==> config.mk <==
export PLATFORM = sky130hd
export DESIGN_NAME = qdiv_seq
export DESIGN_NICKNAME = d
export VERILOG_FILES = /design/src/rtl/qformat_pkg.sv /design/src/rtl/qsat.sv /design/src/rtl/qdiv_seq.sv
export SDC_FILE = /design/constraint.sdc
export NUM_CORES = 1
export LEC_CHECK = 0
export CAP_MARGIN = 15
export CORE_UTILIZATION = 53
export DETAILED_ROUTE_END_ITERATION = 6
export PLACE_DENSITY = 0.81
export SYNTH_ARGS = -nofsm -noshare
export SYNTH_HDL_FRONTEND = slang
export SYNTH_HIERARCHICAL = 1
export SYNTH_SLANG_ARGS = --single-unit
==> constraint.sdc <==
create_clock -name clk -period 3.2 [get_ports clk]
set_input_delay 0.32 -clock clk [delete_from_list [all_inputs] [get_ports clk]]
set_output_delay 0.32 -clock clk [all_outputs]
set_load 0.02 [all_outputs]
==> src/rtl/qformat_pkg.sv <==
// Shared Q8.8 format constants, FSM states and helpers
// used by the fixed-point divider, multiplier and benches.
package qformat_pkg;

  localparam int WIDTH = 16;
  localparam int FRAC  = 8;
  localparam int ITER  = WIDTH + FRAC;
  localparam int CW    = $clog2(ITER);

  localparam logic [WIDTH-1:0] Q_MAX = 16'h7FFF;
  localparam logic [WIDTH-1:0] Q_MIN = 16'h8000;

  typedef enum logic [1:0] {
    IDLE,
    CALC,
    DONE
  } state_t;

  // Two's complement magnitude; -32768 maps to 0x8000,
  // which is correct when the result is read as unsigned.
  function automatic logic [WIDTH-1:0] qabs(
    input logic [WIDTH-1:0] x
  );
    return x[WIDTH-1] ? -x : x;
  endfunction

endpackage

==> src/rtl/qsat.sv <==
// Sign restore and saturation of an unsigned ITER-bit magnitude.
// Ports: mag/neg in; res (signed WIDTH), ovf out.
module qsat
  import qformat_pkg::*;
(
  input  logic [ITER-1:0]  mag,
  input  logic             neg,
  output logic [WIDTH-1:0] res,
  output logic             ovf
);

  localparam logic [ITER-1:0] POS_LIM =
    {{FRAC{1'b0}}, Q_MAX};
  localparam logic [ITER-1:0] NEG_LIM =
    {{FRAC{1'b0}}, Q_MIN};

  logic zero;
  logic big_p;
  logic big_n;

  assign zero  = (mag == '0);
  assign big_p = (mag > POS_LIM);
  assign big_n = (mag > NEG_LIM);

  // Zero is always +0, whatever the sign.
  always_comb begin
    res = '0;
    ovf = 1'b0;
    unique case (1'b1)
      zero: begin
        res = '0;
      end
      (!zero && neg && big_n): begin
        res = Q_MIN;
        ovf = 1'b1;
      end
      (!zero && neg && !big_n): begin
        res = -mag[WIDTH-1:0];
      end
      (!zero && !neg && big_p): begin
        res = Q_MAX;
        ovf = 1'b1;
      end
      default: begin
        res = mag[WIDTH-1:0];
      end
    endcase
  end

endmodule

==> src/rtl/qdiv_seq.sv <==
// Sequential signed Q8.8 restoring divider, 1 bit/cycle.
// Ports: clk, rst_n, in_valid/in_ready, a, b,
//        out_valid/out_ready, result, ovf, dz.
module qdiv_seq
  import qformat_pkg::*;
(
  input  logic             clk,
  input  logic             rst_n,
  input  logic             in_valid,
  output logic             in_ready,
  input  logic [WIDTH-1:0] a,
  input  logic [WIDTH-1:0] b,
  output logic             out_valid,
  input  logic             out_ready,
  output logic [WIDTH-1:0] result,
  output logic             ovf,
  output logic             dz
);

  state_t          state;
  logic [CW-1:0]   cnt;
  logic [ITER-1:0] dvd;
  logic [WIDTH-1:0] dvs;
  logic [WIDTH-1:0] rem;
  logic            neg;
  logic            a_neg;
  logic            zdiv;

  logic [WIDTH:0]   r_sh;
  logic             ge;
  logic [WIDTH-1:0] rem_nx;
  logic [ITER-1:0]  dvd_nx;
  logic [WIDTH-1:0] sat_res;
  logic             sat_ovf;

  // Remainder stays below the divisor (<= 0x8000), so
  // 16 bits hold it; the shifted value needs 17.
  // Quotient bits shift into the dividend register LSB,
  // so after ITER steps dvd holds the full quotient.
  assign r_sh   = {rem, dvd[ITER-1]};
  assign ge     = (r_sh >= {1'b0, dvs});
  assign rem_nx = ge ? WIDTH'(r_sh - {1'b0, dvs})
                     : r_sh[WIDTH-1:0];
  assign dvd_nx = {dvd[ITER-2:0], ge};

  qsat u_sat (
    .mag (dvd_nx),
    .neg (neg),
    .res (sat_res),
    .ovf (sat_ovf)
  );

  always_ff @(posedge clk or negedge rst_n) begin
    if (!rst_n) begin
      state     <= IDLE;
      cnt       <= '0;
      dvd       <= '0;
      dvs       <= '0;
      rem       <= '0;
      neg       <= 1'b0;
      a_neg     <= 1'b0;
      zdiv      <= 1'b0;
      in_ready  <= 1'b1;
      out_valid <= 1'b0;
      result    <= '0;
      ovf       <= 1'b0;
      dz        <= 1'b0;
    end else begin
      case (state)
        IDLE: begin
          if (in_valid && in_ready) begin
            dvd      <= {qabs(a), {FRAC{1'b0}}};
            dvs      <= qabs(b);
            neg      <= a[WIDTH-1] ^ b[WIDTH-1];
            a_neg    <= a[WIDTH-1];
            zdiv     <= (b == '0);
            rem      <= '0;
            cnt      <= '0;
            in_ready <= 1'b0;
            state    <= CALC;
          end
        end
        CALC: begin
          rem <= rem_nx;
          dvd <= dvd_nx;
          cnt <= cnt + CW'(1);
          if (cnt == CW'(ITER - 1)) begin
            state     <= DONE;
            out_valid <= 1'b1;
            if (zdiv) begin
              result <= a_neg ? Q_MIN : Q_MAX;
              ovf    <= 1'b0;
              dz     <= 1'b1;
            end else begin
              result <= sat_res;
              ovf    <= sat_ovf;
              dz     <= 1'b0;
            end
          end
        end
        DONE: begin
          if (out_ready) begin
            out_valid <= 1'b0;
            in_ready  <= 1'b1;
            state     <= IDLE;
          end
        end
        default: begin
          state <= IDLE;
        end
      endcase
    end
  end

endmodule

# [Yosys cells after proc, flatten, opt, wreduce, memory -nomap -nowiden]
# Cells that the tools add are included.
[word_totals] register_bits=86 input_bits=36 output_inout_bits=20 elab_cells=75
[op_classes] add_sub_neg=5 magnitude_cmp=3 n_eq_ne=6 mux=25 n_bitwise=1 n_reduce_logical=22
[ops] operator="16-bit two-way mux" count=6
[ops] operator="16-bit case mux with 4 select lines" count=1
[ops] operator="16-bit negator" count=3
[ops] operator="24-bit case mux with 2 select lines" count=1
[ops] operator="16-bit case mux with 2 select lines" count=1
[ops] operator="24-bit by 15-bit greater-than comparator with 1-bit output, second input constant" count=1
[ops] operator="24-bit by 16-bit greater-than comparator with 1-bit output, second input constant" count=1
[ops] operator="24-bit logical NOT" count=1
[ops] operator="24-bit two-way mux" count=1
[ops] operator="17-bit by 16-bit >= comparator with 1-bit output" count=1
[ops] operator="16-bit logical NOT" count=1
[ops] operator="16-bit subtractor" count=1
[ops] operator="5-bit case mux with 2 select lines" count=1
[ops] operator="3-bit AND reduction" count=3
[ops] operator="1-bit two-way mux" count=7
[ops] operator="1-bit logical AND" count=6
[ops] operator="2-bit two-way mux" count=3
[ops] operator="2-bit inequality test, second input constant" count=3
[ops] operator="2-bit case mux with 3 select lines" count=1
[ops] operator="2-bit AND reduction" count=3
[ops] operator="2-bit nonzero test" count=3
[ops] operator="5-bit by 1-bit adder with 5-bit output, second input constant" count=1
[ops] operator="5-bit == test, second input constant" count=1
[ops] operator="5-bit two-way mux" count=1
[ops] operator="other kinds (7)" count=10

# [Longest topological paths before layout]
[logic_depth] word_depth=8 ltp_mapped=19 depth_no_buf=17

# [By module]
# Netlist, hierarchy kept.
[modules_own_cells] module="qdiv_seq" n_inst=1 cells_each=601 area_each_um2=5258.8 seq_area_each_um2=2153.3
[modules_own_cells] module="qsat" n_inst=1 cells_each=102 area_each_um2=638.1 seq_area_each_um2=0.0

# [Worst setup path after synthesis]
# OpenSTA, ideal clock, no wires.
[synth_path] path_type="flip-flop to flip-flop" startpoint="register dvs[4]" endpoint="register result[11]" setup_ns=0.077 arrival_ns=3.405 required_ns=3.123 slack_ns=-0.283 path_stages_with_launch=18 n_path_buf=0 period_less_slack_ns=3.483 cell_sequence="dfrtp_1 > inv_1 > ha_1 > a21o_1 > a31o_2 > o21a_1 > o31a_1 > nor2_4 > inv_1 > inv_1 > ha_1 > nor2b_1 > nand4_2 > a21oi_2 > or2b_2 > o2111a_1 > a21oi_1 > a21oi_1"
[synth_via] elab_chain_len=7 word_cells_on_any_way=14 classes_between="add/sub (1); order compare (3); mux (2); reduce/logical (8)"
[synth_lines] item="from (decl)" line_no="qdiv_seq.sv:23" rtl="logic [WIDTH-1:0] dvs;"
[synth_lines] item="from (signal assigned)" line_no="qdiv_seq.sv:73" rtl="dvs <= qabs(b);"
[synth_lines] item="17-bit by 16-bit >= comparator with 1-bit output *" line_no="qdiv_seq.sv:41" rtl="assign ge = (r_sh >= {1'b0, dvs});"
[synth_lines] item="net ge" line_no="qdiv_seq.sv:30" rtl="logic ge;"
[synth_lines] item="parallel branches: the longest is 4 deep, another holds 24-bit by 16-bit greater-than comparator with 1-bit output"
[synth_lines] item="16-bit case mux with 4 select lines *" line_no="qsat.sv:29" rtl="unique case (1'b1)"
[synth_lines] item="net sat_res[11]" line_no="qdiv_seq.sv:33" rtl="logic [WIDTH-1:0] sat_res;"
[synth_lines] item="16-bit two-way mux *" line_no="qdiv_seq.sv:90" rtl="if (zdiv) begin"
[synth_lines] item="to (signal assigned)" line_no="qdiv_seq.sv:91" rtl="result <= a_neg ? Q_MIN : Q_MAX;"
[synth_lines] item="to (signal assigned)" line_no="qdiv_seq.sv:95" rtl="result <= sat_res;"
[synth_lines] item="to (decl)" line_no="qdiv_seq.sv:15" rtl="output logic [WIDTH-1:0] result,"
# Mark *: on every way through the listed nets, which the timed path passes.
# A chain may end at the register's enable or synchronous reset.

# [Worst setup path in the final report]
[layout_path] startpoint="register rem[5]" endpoint="register result[13]"
[layout_via] elab_chain_len=7 word_cells_on_any_way=14 classes_between="add/sub (1); order compare (3); mux (2); reduce/logical (8)"
[layout_lines] item="from (decl)" line_no="qdiv_seq.sv:24" rtl="logic [WIDTH-1:0] rem;"
[layout_lines] item="from (signal assigned)" line_no="qdiv_seq.sv:84" rtl="rem <= rem_nx;"
[layout_lines] item="17-bit by 16-bit >= comparator with 1-bit output *" line_no="qdiv_seq.sv:41"
[layout_lines] item="net ge" line_no="qdiv_seq.sv:30"
[layout_lines] item="parallel branches: the longest is 4 deep, another holds 24-bit by 16-bit greater-than comparator with 1-bit output"
[layout_lines] item="16-bit case mux with 4 select lines *" line_no="qsat.sv:29"
[layout_lines] item="net sat_res[13]" line_no="qdiv_seq.sv:33"
[layout_lines] item="16-bit two-way mux *" line_no="qdiv_seq.sv:90"
# Marked as above.

==> impl_metrics.json <==
{
  "clk_pin_slew_ns": 0.09,
  "syn_avg_cell_area_um2": 8.39,
  "synthFlopType": "dfrtp_1",
  "synth-seq-area-share_pct": 36.5,
  "relSlewSlack_pct": 47.3,
  "min_period_ns": 3.22,
  "fin_worst_hold_slack_ns": 0.411,
  "finalCritPeriodShare_pct": 100,
  "cp-start-kind": "flop",
  "dp_hpwl_um": 12200,
  "cts_buffers": 9,
  "final_common_cell": "buf_4",
  "yosysTopAreaCellShare_pct": 36.1,
  "cp_max_fo": 6,
  "drtIter0Drc": 491,
  "slew_viol_final": 0,
  "track_usage_pct": 30.6,
  "cts_root_buffer": "clkbuf_8",
  "cpMaxStageDelayCell": "dfrtp_1",
  "num_antenna_cells": 0,
  "peakVddDrop_mv": 0.435,
  "leakagePower_uw": 0.00326,
  "layout.filler_cells": 853,
  "synth_edf_count": 0,
  "setup-violations-final": 7,
  "ff_latch_area_um2": 2150,
  "worst-path-stages": 16,
  "ios": 56,
  "overflow": 0,
  "cts_tree": "built",
  "status": "complete, but fails checks",
  "port-buffer-count": 55,
  "required_ns": 3.49,
  "path_delay_family": "compound AO/OA/AOI/OAI gates",
  "gp_congestion": 0.951,
  "synth_area_leaders": "dfrtp_1 36%, o21ai_0 5.3%, nand2_1 4.8%",
  "avgViaCountPerCell": 6.16,
  "cellPowerDensity_nw_per_um2": 954,
  "clkLatencyLatePin_ns": 0.37,
  "firstDrtPassIters": 5,
  "drt-total-wl_um": 17200,
  "finalHoldViolCount": 0,
  "synth_top_area_cell": "dfrtp_1",
  "antenna_found_initial": 0,
  "synth_area_um2": 5900,
  "die_x_um": 107,
  "layout.nets": 882,
  "path_class": "reg2reg",
  "grt_max_degree": 44,
  "r2r-end": "result[13]$_DFFE_PN0P_",
  "coreArea_um2": 10800,
  "fmax_mhz": 311,
  "tightest_slew_ns": 0.791,
  "layout-drive-gt1-share_pct": 21.9,
  "cp-end-kind": "flop",
  "violations": "negative setup slack",
  "grt_setup_unrepaired": "true",
  "rr_startpoint": "rem[5]$_DFFE_PN0P_",
  "start_util_pct": 54.4,
  "post-route-worst-setup-slack_ns": -0.0155,
  "area_delta_synth_final_pct": 30.0,
  "critPathBufInv": 2,
  "r2r_cells": 16,
  "grt_pass1_wl_um": 27800,
  "grt_pass1_vias": 5657,
  "ys_ff_latch": 86,
  "drt.antenna.violating_nets": 0,
  "drv_cap": 0,
  "synth_cell_types": 78,
  "fin_tns_setup_ns": -0.0592,
  "vias": 5973,
  "most-common-layout-cells": "92 x buf_4, 85 x dfrtp_1, 74 x nand2_1, 60 x o21ai_0, 54 x clkdlybuf4s50_1",
  "h-tree-depth": 3,
  "numClockSinks": 86,
  "finalClockSkew_ns": 0.0121,
  "multi_input_area_um2": 3680,
  "cp.arrival_ns": 3.51,
  "rrSetupSlack_ns": -0.02,
  "route.detailed.drc": 0,
  "yosysWarnings": 6,
  "dieArea_um2": 11600,
  "fin_util_pct": 70.7,
  "crit_chain": "ha_2, nand2_1, nor3_1, o21a_1, o31a_1, nor2_4, inv_2, inv_2, ha_4, nor2b_4, nand4_4, mux2i_1, o21ai_1, a2bb2oi_1, a21oi_1, a21oi_1",
  "die_h_um": 107,
  "synthCells": 703,
  "synthArstFlopShare_pct": 100,
  "crit_path_max_incr_delay_ns": 0.42,
  "clk_path_buf_depth": 2,
  "syn_nets": 760,
  "wl_per_cell_um": 17.7,
  "worstHoldPathType": "in2async",
  "power.total_uw": 7320,
  "placementRows": 38
}
## cell families after synthesis
group / Yosys count / synth area share [%]
adder cells (fa/ha/maj): 21 / 4.58
XOR/XNOR: 38 / 5.64
multiplexers: 8 / 1.38
flip-flops: 86 / 36.5
AO/OA/AOI/OAI: 222 / 25.1
AND/OR/NAND/NOR: 247 / 21.4
buffers and inverters: 81 / 5.41
## cell type report
cell class,count,share of cell area [%]
multi-input combinational,536,48.0
timing repair buffer,151,16.8
sequential,86,28.1
clock buffer,12,2.15
inverter,41,2.01
tap,140,2.28
clock inverter,4,0.669
## synth_stat cells (3+ instances only)
| master | number |
|---|---|
| a211oi_1 | 4 |
| a21o_1 | 3 |
| a21oi_1 | 50 |
| a221o_1 | 3 |
| a22oi_1 | 15 |
| a311o_1 | 3 |
| a31oi_1 | 5 |
| and3_1 | 8 |
| buf_2 | 8 |
| clkbuf_1 | 29 |
| dfrtp_1 | 85 |
| ha_1 | 20 |
| inv_1 | 40 |
| mux2i_1 | 7 |
| nand2_1 | 75 |
| nand2b_1 | 4 |
| nand3_1 | 25 |
| nand3b_1 | 3 |
| nand4_1 | 16 |
| nor2_1 | 54 |
| nor2b_1 | 6 |
| nor3_1 | 18 |
| nor4_1 | 7 |
| nor4_2 | 3 |
| o211ai_1 | 18 |
| o21a_1 | 5 |
| o21ai_0 | 62 |
| o22ai_1 | 4 |
| o31ai_1 | 11 |
| o41ai_1 | 4 |
| or2_2 | 3 |
| or3_1 | 4 |
| or4_1 | 5 |
| xnor2_1 | 15 |
| xor2_1 | 23 |
## worst max-delay path by stage
stage | startpoint | end | slack (ns)
2_1_floorplan | rem[12]$_DFFE_PN0P_ | result[4]$_DFFE_PN0P_ | -0.09
3_5_place_dp | rem[12]$_DFFE_PN0P_ | result[4]$_DFFE_PN0P_ | -0.12
5_1_grt | dvs[4]$_DFFE_PN0P_ | result[2]$_DFFE_PN0P_ | -0.19
4_1_cts | dvs[4]$_DFFE_PN0P_ | result[14]$_DFFE_PN0P_ | -0.04
6_report | rem[5]$_DFFE_PN0P_ | result[13]$_DFFE_PN0P_ | -0.02
3_3_place_gp | rem[12]$_DFFE_PN0P_ | result[10]$_DFFE_PN0P_ | -0.02
## what timing repair did
action,CTS,global route
hold buffers,1,0
buffers inserted,9,11
endpoints found under the hold margin,27,0
endpoints found under the setup margin,14,17
pin swaps,21,20
resized for setup,17,24
## sequential cells by signal (all words and copies together), names as in the netlist
name and count:
a_neg 1, cnt 5, dvd 24, dvs 16, dz 1, in_ready 1, neg 1, out_valid 1
ovf 1, rem 16, result 16, state 2, zdiv 1
## per-stage QoR
| step | std cells | area, um^2 | worst slack (ns) |
|---|---|---|---|
| detailed placement | 933 | 7100 | -0.121 |
| CTS | 959 | 7470 | -0.0351 |
| global route | 970 | 7670 | -0.185 |
| finish | 970 | 7670 | -0.0155 |
| floorplan | 703 | 5980 | -0.0890 |
| global placement | 933 | 7100 | -0.0209 |
## per-layer routing
layer,global-route usage (%),vias to the layer above,share of wire [%]
met2,50.1,245,47
met1,41.6,2876,44
met3,3.69,38,6.0
met4,11.1,0,2.5
met5,0,-,0
li1,-,2814,-
## report_power, final
part           leakage, uW  total, uW  switching, uW  internal [uW]
registers          0.00104       1740            353           1390
logic              0.00212       4740           2540           2200
clock network     0.000109        833            407            426
No activity file was read; power rests on OpenSTA's default activity.
